[src/rtl/dispensador_troco_if.sv]
// Command, coin-ejector and status signals between the vending FSM and the change dispenser.
interface dispensador_troco_if;
    logic       cmd_valid;
    logic       cmd_ready;
    logic       cmd_candy;
    logic [3:0] cmd_change;
    logic       candy_out;
    logic [1:0] coin_out;
    logic       coin_valid;
    logic       coin_ack;
    logic       busy;
    logic       done;
    logic       err;

    modport master (
        output cmd_valid, cmd_candy, cmd_change, coin_ack,
        input  cmd_ready, candy_out, coin_out, coin_valid, busy, done, err
    );

    modport slave (
        input  cmd_valid, cmd_candy, cmd_change, coin_ack,
        output cmd_ready, candy_out, coin_out, coin_valid, busy, done, err
    );
endinterface

[src/rtl/dispensador_troco.sv]
// Candy release and greedy change payout (25c/10c/5c) with coin-ejector handshake.
// Optional feature: define DISP_TIMEOUT_EN to trap a stuck ejector in ERR after 256 WAIT_ACK cycles.
//
// state    | meaning
// IDLE     | ready for a command
// CANDY    | one-cycle candy release strobe
// PAY      | pick next coin from remaining change
// WAIT_ACK | coin request held until the ejector acknowledges
// DONE     | one-cycle completion strobe
// ERR      | ejector timed out, held until reset
module dispensador_troco (
    input  logic                 clk,
    input  logic                 r,
    dispensador_troco_if.slave   bus
);

    typedef enum logic [2:0] {
        IDLE, CANDY, PAY, WAIT_ACK, DONE, ERR
    } state_t;

    state_t     state;
    logic [3:0] rem;
`ifdef DISP_TIMEOUT_EN
    logic [7:0] cnt;
`endif

    function automatic logic [1:0] coin_pick(input logic [3:0] amount);
        if (amount >= 4'd5)      coin_pick = 2'b11;
        else if (amount >= 4'd2) coin_pick = 2'b10;
        else                     coin_pick = 2'b01;
    endfunction

    function automatic logic [3:0] coin_units(input logic [1:0] coin);
        case (coin)
            2'b11:   coin_units = 4'd5;
            2'b10:   coin_units = 4'd2;
            default: coin_units = 4'd1;
        endcase
    endfunction

    always_ff @(posedge clk or negedge r) begin
        if (!r) begin
            state          <= IDLE;
            rem            <= 4'd0;
            bus.coin_out   <= 2'b00;
            bus.coin_valid <= 1'b0;
            bus.candy_out  <= 1'b0;
            bus.done       <= 1'b0;
            bus.busy       <= 1'b0;
            bus.err        <= 1'b0;
            bus.cmd_ready  <= 1'b1;
`ifdef DISP_TIMEOUT_EN
            cnt            <= 8'd0;
`endif
        end else begin
            bus.candy_out <= 1'b0;
            bus.done      <= 1'b0;
            case (state)
                IDLE: begin
                    if (bus.cmd_valid) begin
                        rem           <= bus.cmd_change;
                        bus.cmd_ready <= 1'b0;
                        bus.busy      <= 1'b1;
                        if (bus.cmd_candy) begin
                            state         <= CANDY;
                            bus.candy_out <= 1'b1;
                        end else if (bus.cmd_change != 4'd0) begin
                            state <= PAY;
                        end else begin
                            state    <= DONE;
                            bus.done <= 1'b1;
                        end
                    end
                end
                CANDY: begin
                    if (rem != 4'd0) begin
                        state <= PAY;
                    end else begin
                        state    <= DONE;
                        bus.done <= 1'b1;
                    end
                end
                PAY: begin
                    bus.coin_out   <= coin_pick(rem);
                    bus.coin_valid <= 1'b1;
                    state          <= WAIT_ACK;
`ifdef DISP_TIMEOUT_EN
                    cnt            <= 8'd0;
`endif
                end
                WAIT_ACK: begin
                    // ack wins over a simultaneous timeout
                    if (bus.coin_ack) begin
                        rem            <= rem - coin_units(bus.coin_out);
                        bus.coin_out   <= 2'b00;
                        bus.coin_valid <= 1'b0;
                        if (rem == coin_units(bus.coin_out)) begin
                            state    <= DONE;
                            bus.done <= 1'b1;
                        end else begin
                            state <= PAY;
                        end
                    end
`ifdef DISP_TIMEOUT_EN
                    else if (cnt == 8'd255) begin
                        state          <= ERR;
                        bus.err        <= 1'b1;
                        bus.coin_out   <= 2'b00;
                        bus.coin_valid <= 1'b0;
                    end else begin
                        cnt <= cnt + 8'd1;
                    end
`endif
                end
                DONE: begin
                    state         <= IDLE;
                    bus.busy      <= 1'b0;
                    bus.cmd_ready <= 1'b1;
                end
                ERR: begin
                    state <= ERR;
                end
                default: begin
                    state          <= IDLE;
                    bus.coin_out   <= 2'b00;
                    bus.coin_valid <= 1'b0;
                    bus.busy       <= 1'b0;
                    bus.cmd_ready  <= 1'b1;
                end
            endcase
        end
    end

endmodule
[src/flat_wrapper.sv]
// flat-port wrapper written by rule: the top's interface ports become plain ports
module dispensador_troco_flat 
  (clk, r, bus_cmd_valid, bus_cmd_candy, bus_cmd_change, bus_coin_ack, bus_cmd_ready, bus_candy_out, bus_coin_out, bus_coin_valid, bus_busy, bus_done, bus_err);
  dispensador_troco_if bus_i ();
  input  logic clk;
  input  logic r;
  input wire logic [$bits(bus_i.cmd_valid)-1:0] bus_cmd_valid;
  input wire logic [$bits(bus_i.cmd_candy)-1:0] bus_cmd_candy;
  input wire logic [$bits(bus_i.cmd_change)-1:0] bus_cmd_change;
  input wire logic [$bits(bus_i.coin_ack)-1:0] bus_coin_ack;
  output wire logic [$bits(bus_i.cmd_ready)-1:0] bus_cmd_ready;
  output wire logic [$bits(bus_i.candy_out)-1:0] bus_candy_out;
  output wire logic [$bits(bus_i.coin_out)-1:0] bus_coin_out;
  output wire logic [$bits(bus_i.coin_valid)-1:0] bus_coin_valid;
  output wire logic [$bits(bus_i.busy)-1:0] bus_busy;
  output wire logic [$bits(bus_i.done)-1:0] bus_done;
  output wire logic [$bits(bus_i.err)-1:0] bus_err;
  assign bus_i.cmd_valid = bus_cmd_valid;
  assign bus_i.cmd_candy = bus_cmd_candy;
  assign bus_i.cmd_change = bus_cmd_change;
  assign bus_i.coin_ack = bus_coin_ack;
  assign bus_cmd_ready = bus_i.cmd_ready;
  assign bus_candy_out = bus_i.candy_out;
  assign bus_coin_out = bus_i.coin_out;
  assign bus_coin_valid = bus_i.coin_valid;
  assign bus_busy = bus_i.busy;
  assign bus_done = bus_i.done;
  assign bus_err = bus_i.err;
  dispensador_troco u_core (.clk(clk), .r(r), .bus(bus_i));
endmodule
[config.mk]
export PLATFORM = sky130hd
export DESIGN_NAME = dispensador_troco_flat
export DESIGN_NICKNAME = d
export VERILOG_FILES = /design/src/rtl/dispensador_troco_if.sv /design/src/rtl/dispensador_troco.sv /design/src/flat_wrapper.sv
export SDC_FILE = /design/constraint.sdc
export NUM_CORES = 1
export LEC_CHECK = 0
export CAP_MARGIN = 20
export CORE_UTILIZATION = 45
export DETAILED_ROUTE_END_ITERATION = 7
export GPL_TIMING_DRIVEN = 0
export PLACE_DENSITY = 0.7
export SETUP_SLACK_MARGIN = 0.3
export SLEW_MARGIN = 25
export SYNTH_ARGS = -nofsm -noshare
export SYNTH_HDL_FRONTEND = slang
export SYNTH_SLANG_ARGS = --single-unit
export TNS_END_PERCENT = 5
[constraint.sdc]
create_clock -name clk -period 2 [get_ports clk]
set_input_delay 0.3 -clock clk [delete_from_list [all_inputs] [get_ports clk]]
set_output_delay 0.3 -clock clk [all_outputs]
set_load 0.1 [all_outputs]
* Yosys cells after proc, flatten, opt, wreduce, memory -nomap -nowiden *
Cells that the tools add are included.

operators by class
  add/sub/neg operators = 1
  magnitude comparators = 2
  equality and inequality tests = 10
  multiplexer cells = 33
  bitwise gates (word level) = 2
  reductions and logical operators = 10

operator list
  operator                                                               count
  3-bit two-way mux                                                      6
  4-bit two-way mux                                                      4
  3-bit one-hot mux with 5 select lines                                  1
  1-bit two-way mux                                                      12
  4-bit one-hot mux with 2 select lines                                  1
  4-bit nonzero test                                                     2
  4-bit OR reduction                                                     2
  3-bit by 2-bit equality test with 1-bit output, second input constant  2
  3-bit equality test, second input constant                             2
  2-bit two-way mux                                                      3
  1-bit one-hot mux with 3 select lines                                  2
  2-bit one-hot mux with 3 select lines                                  1
  3-bit one-hot mux with 2 select lines                                  1
  2-bit AND reduction                                                    3
  2-bit equality test, second input constant                             2
  4-bit equality test                                                    1
  4-bit by 2-bit >= comparator with 1-bit output, second input constant  1
  4-bit by 3-bit >= comparator with 1-bit output, second input constant  1
  2-bit inequality test, second input constant                           2
  1-bit one-hot mux with 2 select lines                                  2
  4-bit subtractor                                                       1
  3-bit by 1-bit equality test with 1-bit output, second input constant  1
  3-bit zero test                                                        1
  3-bit AND reduction                                                    1
  other kinds (2)                                                        3

storage, ports and cells
  bits in registers = 14
  input port bits = 9
  output and inout port bits = 8
  word-level logic and storage cells = 66

* Longest topological paths before layout *
  depth in word-level cells = 8
  mapped depth = 7
  gate-level depth less buffers = 7

* Worst setup path before layout *
OpenSTA, ideal clock, no wires.

  path type = reg-to-reg
  start = register u_core.bus.coin_out[1]
  end = register u_core.rem[1]
  setup time = 0.125 ns
  arrival time = 2.163 ns
  required time = 1.875 ns
  slack = -0.287 ns
  cell stages (with the launch flop) = 6
  path buffers = 0
  period minus slack after synthesis = 2.287 ns
  cells stage by stage = dfrtp_1 nand2b_1 ha_1 fa_1 o21ai_0 mux2_2

between the ends
  word-level cells in the longest chain between the ends = 7
  elaborated cells on any way between the ends = 8
  those cells by class = add/sub (1); eq/ne (2); mux (5)

ends and longest elaborated chain
  element                                  line                        text
  start: declaration                       dispensador_troco_if.sv:22  output cmd_ready, candy_out, coin_out, coin_valid, busy, done, err
  start signal: assignment                 dispensador_troco.sv:84     bus.coin_out <= coin_pick(rem);
  2-bit equality test                      dispensador_troco.sv:34     case (coin)
  3-bit one-hot mux with 2 select lines *  dispensador_troco.sv:34
  4-bit two-way mux *                      dispensador_troco.sv:93     if (bus.coin_ack) begin
  4-bit two-way mux *                      dispensador_troco.sv:58     case (state)
  4-bit subtractor *                       dispensador_troco.sv:94     rem <= rem - coin_units(bus.coin_out);
  4-bit two-way mux *                      dispensador_troco.sv:93
  4-bit one-hot mux with 2 select lines *  dispensador_troco.sv:58
  end signal: assignment                   dispensador_troco.sv:61     rem <= bus.cmd_change;
  end signal: assignment                   dispensador_troco.sv:94
  end: declaration                         dispensador_troco.sv:22     logic [3:0] rem;

Every way passes the cells marked *; elsewhere a longest branch is shown, timed or not. The select of a mux whose other input is x is not followed.
A chain may end at the register's enable or synchronous reset.

* Final worst setup path *
  start = register u_core.bus.coin_out[0]
  end = output bus_coin_out[0]

RTL lines
  element           line                text
  end: declaration  flat_wrapper.sv:13  output wire logic [$bits(bus_i.coin_out)-1:0] bus_coin_out;

No word-level cell between the ends.

==> results.cfg <==
[synthesis]
synth_area_um2 = 915
netlist_instances = 102
synthFlopType = dfrtp_1
synth_common_cells = nand2_1 (14), dfrtp_1 (13), a21oi_1 (9), nor2_1 (8), inv_1 (7)
ys_ff_latch = 14
synthArstFlopShare_pct = 100
synthesis.nets = 115
synth_top_cell_area_share_pct = 35.6
synth.avg_cell_area_um2 = 8.97
yosysTopAreaCell = dfrtp_1
ys_top_cells_by_area = dfrtp_1 (36%), nand2_1 (5.7%), a21oi_1 (4.9%)
yosys_warnings = 1
yosysMostFrequentCell = nand2_1
ys_types = 39
synth_edf_count = 0
yosysSeqAreaShare_pct = 38.4

[drt]
drt-total-wl_um = 2010
via_per_inst = 5.63
wl_per_cell_um = 13.8
dr.pass1.iters = 4
antenna_left = 0
via_count = 822
drc = 0
drt_first_iter_violations = 22

[setup_path]
rr_endpoint = u_core.state[1]
timing.rr.start = u_core.bus.coin_out[0]
reg2reg_slack_ns = 0.21
cp_cell_sequence = clkdlybuf4s15_1
path_delay_family = buffers and inverters
critPathKind = reg2out
critPathMaxStageDelay_ns = 0.82
required_ns = 1.70
cp_max_fo = 4
cp-end-kind = output port
arrival_ns = 1.53
crit_path_start_kind = register
critPathBufInv = 1
cpMaxStageDelayCell = clkdlybuf4s15_1
worst-r2r-cell-count = 6

[finish]
diodes = 0
nets = 135
nFillCells = 166
fin_util_pct = 64.1
drive_gt1_share_pct = 19.8
area_delta_synth_final_pct = 27.6

[timing]
hold_viol_final = 0
finalMaxSlewViolations = 0
period_minus_slack_ns = 1.83
fmax_mhz = 547
finalSetupViolations = 0
fin_skew_ns = 0.00389
finalCritPeriodShare_pct = 91.5
rsz0062_at_grt = true
relSlewSlack_pct = 36.8
worst_slew_pin_slew_ns = 0.952

[place]
io_buffers = 15
routabilityCongestion = 0.799
hpwl_um = 1510

[cts]
cts_setup_buffers = 0
numCtsBuffers = 3
cts_tree = built
cts_max_path_buffers = 2
cts_root_buffer = clkbuf_4
cts_sinks = 14
clkLatencyLatePin_ns = 0.28
clkTransAtPathRegs_ns = 0.09
postCtsHoldBufs = 0
htree_levels = 1

[global_route]
track_usage_pct = 21.3
first_global_vias = 720
antenna_found_initial = 0
grt_max_degree = 15
grt_pass1_wl_um = 3260
gr-total-overflow = 0

[floorplanning]
die_w_um = 47.1
core_area_um2 = 1820
dieArea_um2 = 2220
die_height_um = 47.1
initial_core_util_pct = 50.2
rows = 15
ios = 17

[flow_run]
maxCapViolations = 0

[run_status]
status = complete, no violations

[worst_hold_path]
hp-class = in2async
## what timing repair did
action	in CTS	in global routing
setup endpoints to repair	12	14
pin swaps	0	0
resized for setup	9	3
endpoints found under the hold margin	0	0
## kinds of logic after synthesis
group | count (synthesis) | synth area share (%)
DFF | 14 | 38.4
other | 1 | 0.410
buffers and inverters | 13 | 6.16
and+or+nand+nor | 36 | 20.2
AOI/OAI and AO/OA | 30 | 23.9
adders and majority gates | 4 | 6.29
xor gates and xnor gates | 1 | 0.958
muxes | 3 | 3.56
## metal layers
metal / global-route usage, % / share of wire (%) / up-vias
met5: 0 / 0 / -
met4: 8.57 / 1.3 / 0
met3: 2.31 / 2.3 / 4
met2: 32.8 / 46 / 16
met1: 30.5 / 51 / 397
li1: - / - / 405
## through the flow
step / setup TNS, ns / instances / setup WS [ns] / cell area, µm² / hold slack [ns]
after CTS: 0 / 146 / 0.0984 / 1170 / 0.427
after global placement: -0.0660 / 142 / -0.0526 / 1140 / 0.498
after detailed placement: -0.0368 / 142 / -0.0368 / 1140 / 0.506
after floorplan: 0 / 102 / 0.104 / 958 / 0.00441
final: 0 / 146 / 0.171 / 1170 / 0.413
after global routing: 0 / 146 / 0.110 / 1170 / 0.459
## final cells by class
cell class / instances / area [µm²] / area share (%)
inverter: 7 / 26.3 / 2.25
sequential: 14 / 359 / 30.8
multi-input combinational: 75 / 543 / 46.5
buffer: 6 / 30.0 / 2.57
timing repair buffer: 15 / 141 / 12.1
tap: 25 / 31.3 / 2.68
clock buffer: 4 / 36.3 / 3.11
## layout by cell type, fill, tap and decap left out, drive strengths merged, types with 4 or more instances in the layout
cell type and instances:
nor2 8, o21ai 4, dlygate4sd2 4, buf 4, clkbuf 7, nand2 14, inv 7, dfrtp 13
clkdlybuf4s50 8, a21oi 10
## sequential cells by signal, indices dropped and copies added (netlist names)
| register | cells |
|---|---|
| u_core.bus.busy | 1 |
| u_core.bus.candy_out | 1 |
| u_core.bus.cmd_ready | 1 |
| u_core.bus.coin_out | 2 |
| u_core.bus.coin_valid | 1 |
| u_core.bus.done | 1 |
| u_core.rem | 4 |
| u_core.state | 3 |
## worst max-delay path by stage
| stage | from | to | depth (start not counted) |
|---|---|---|---|
| detailed placement | bus_cmd_valid | u_core.rem[0] | 4 |
| finish | u_core.bus.coin_out[0] | bus_coin_out[0] | 1 |
| global route | u_core.bus.coin_out[0] | bus_coin_out[0] | 1 |
| floorplan | u_core.bus.coin_out[0] | u_core.rem[1] | 5 |
| CTS | u_core.bus.coin_out[1] | bus_coin_out[1] | 1 |
| global placement | bus_cmd_valid | u_core.rem[0] | 4 |
Power is not shown: default switching activity piles up to over one toggle a cycle in this logic, so the estimate is an artifact.
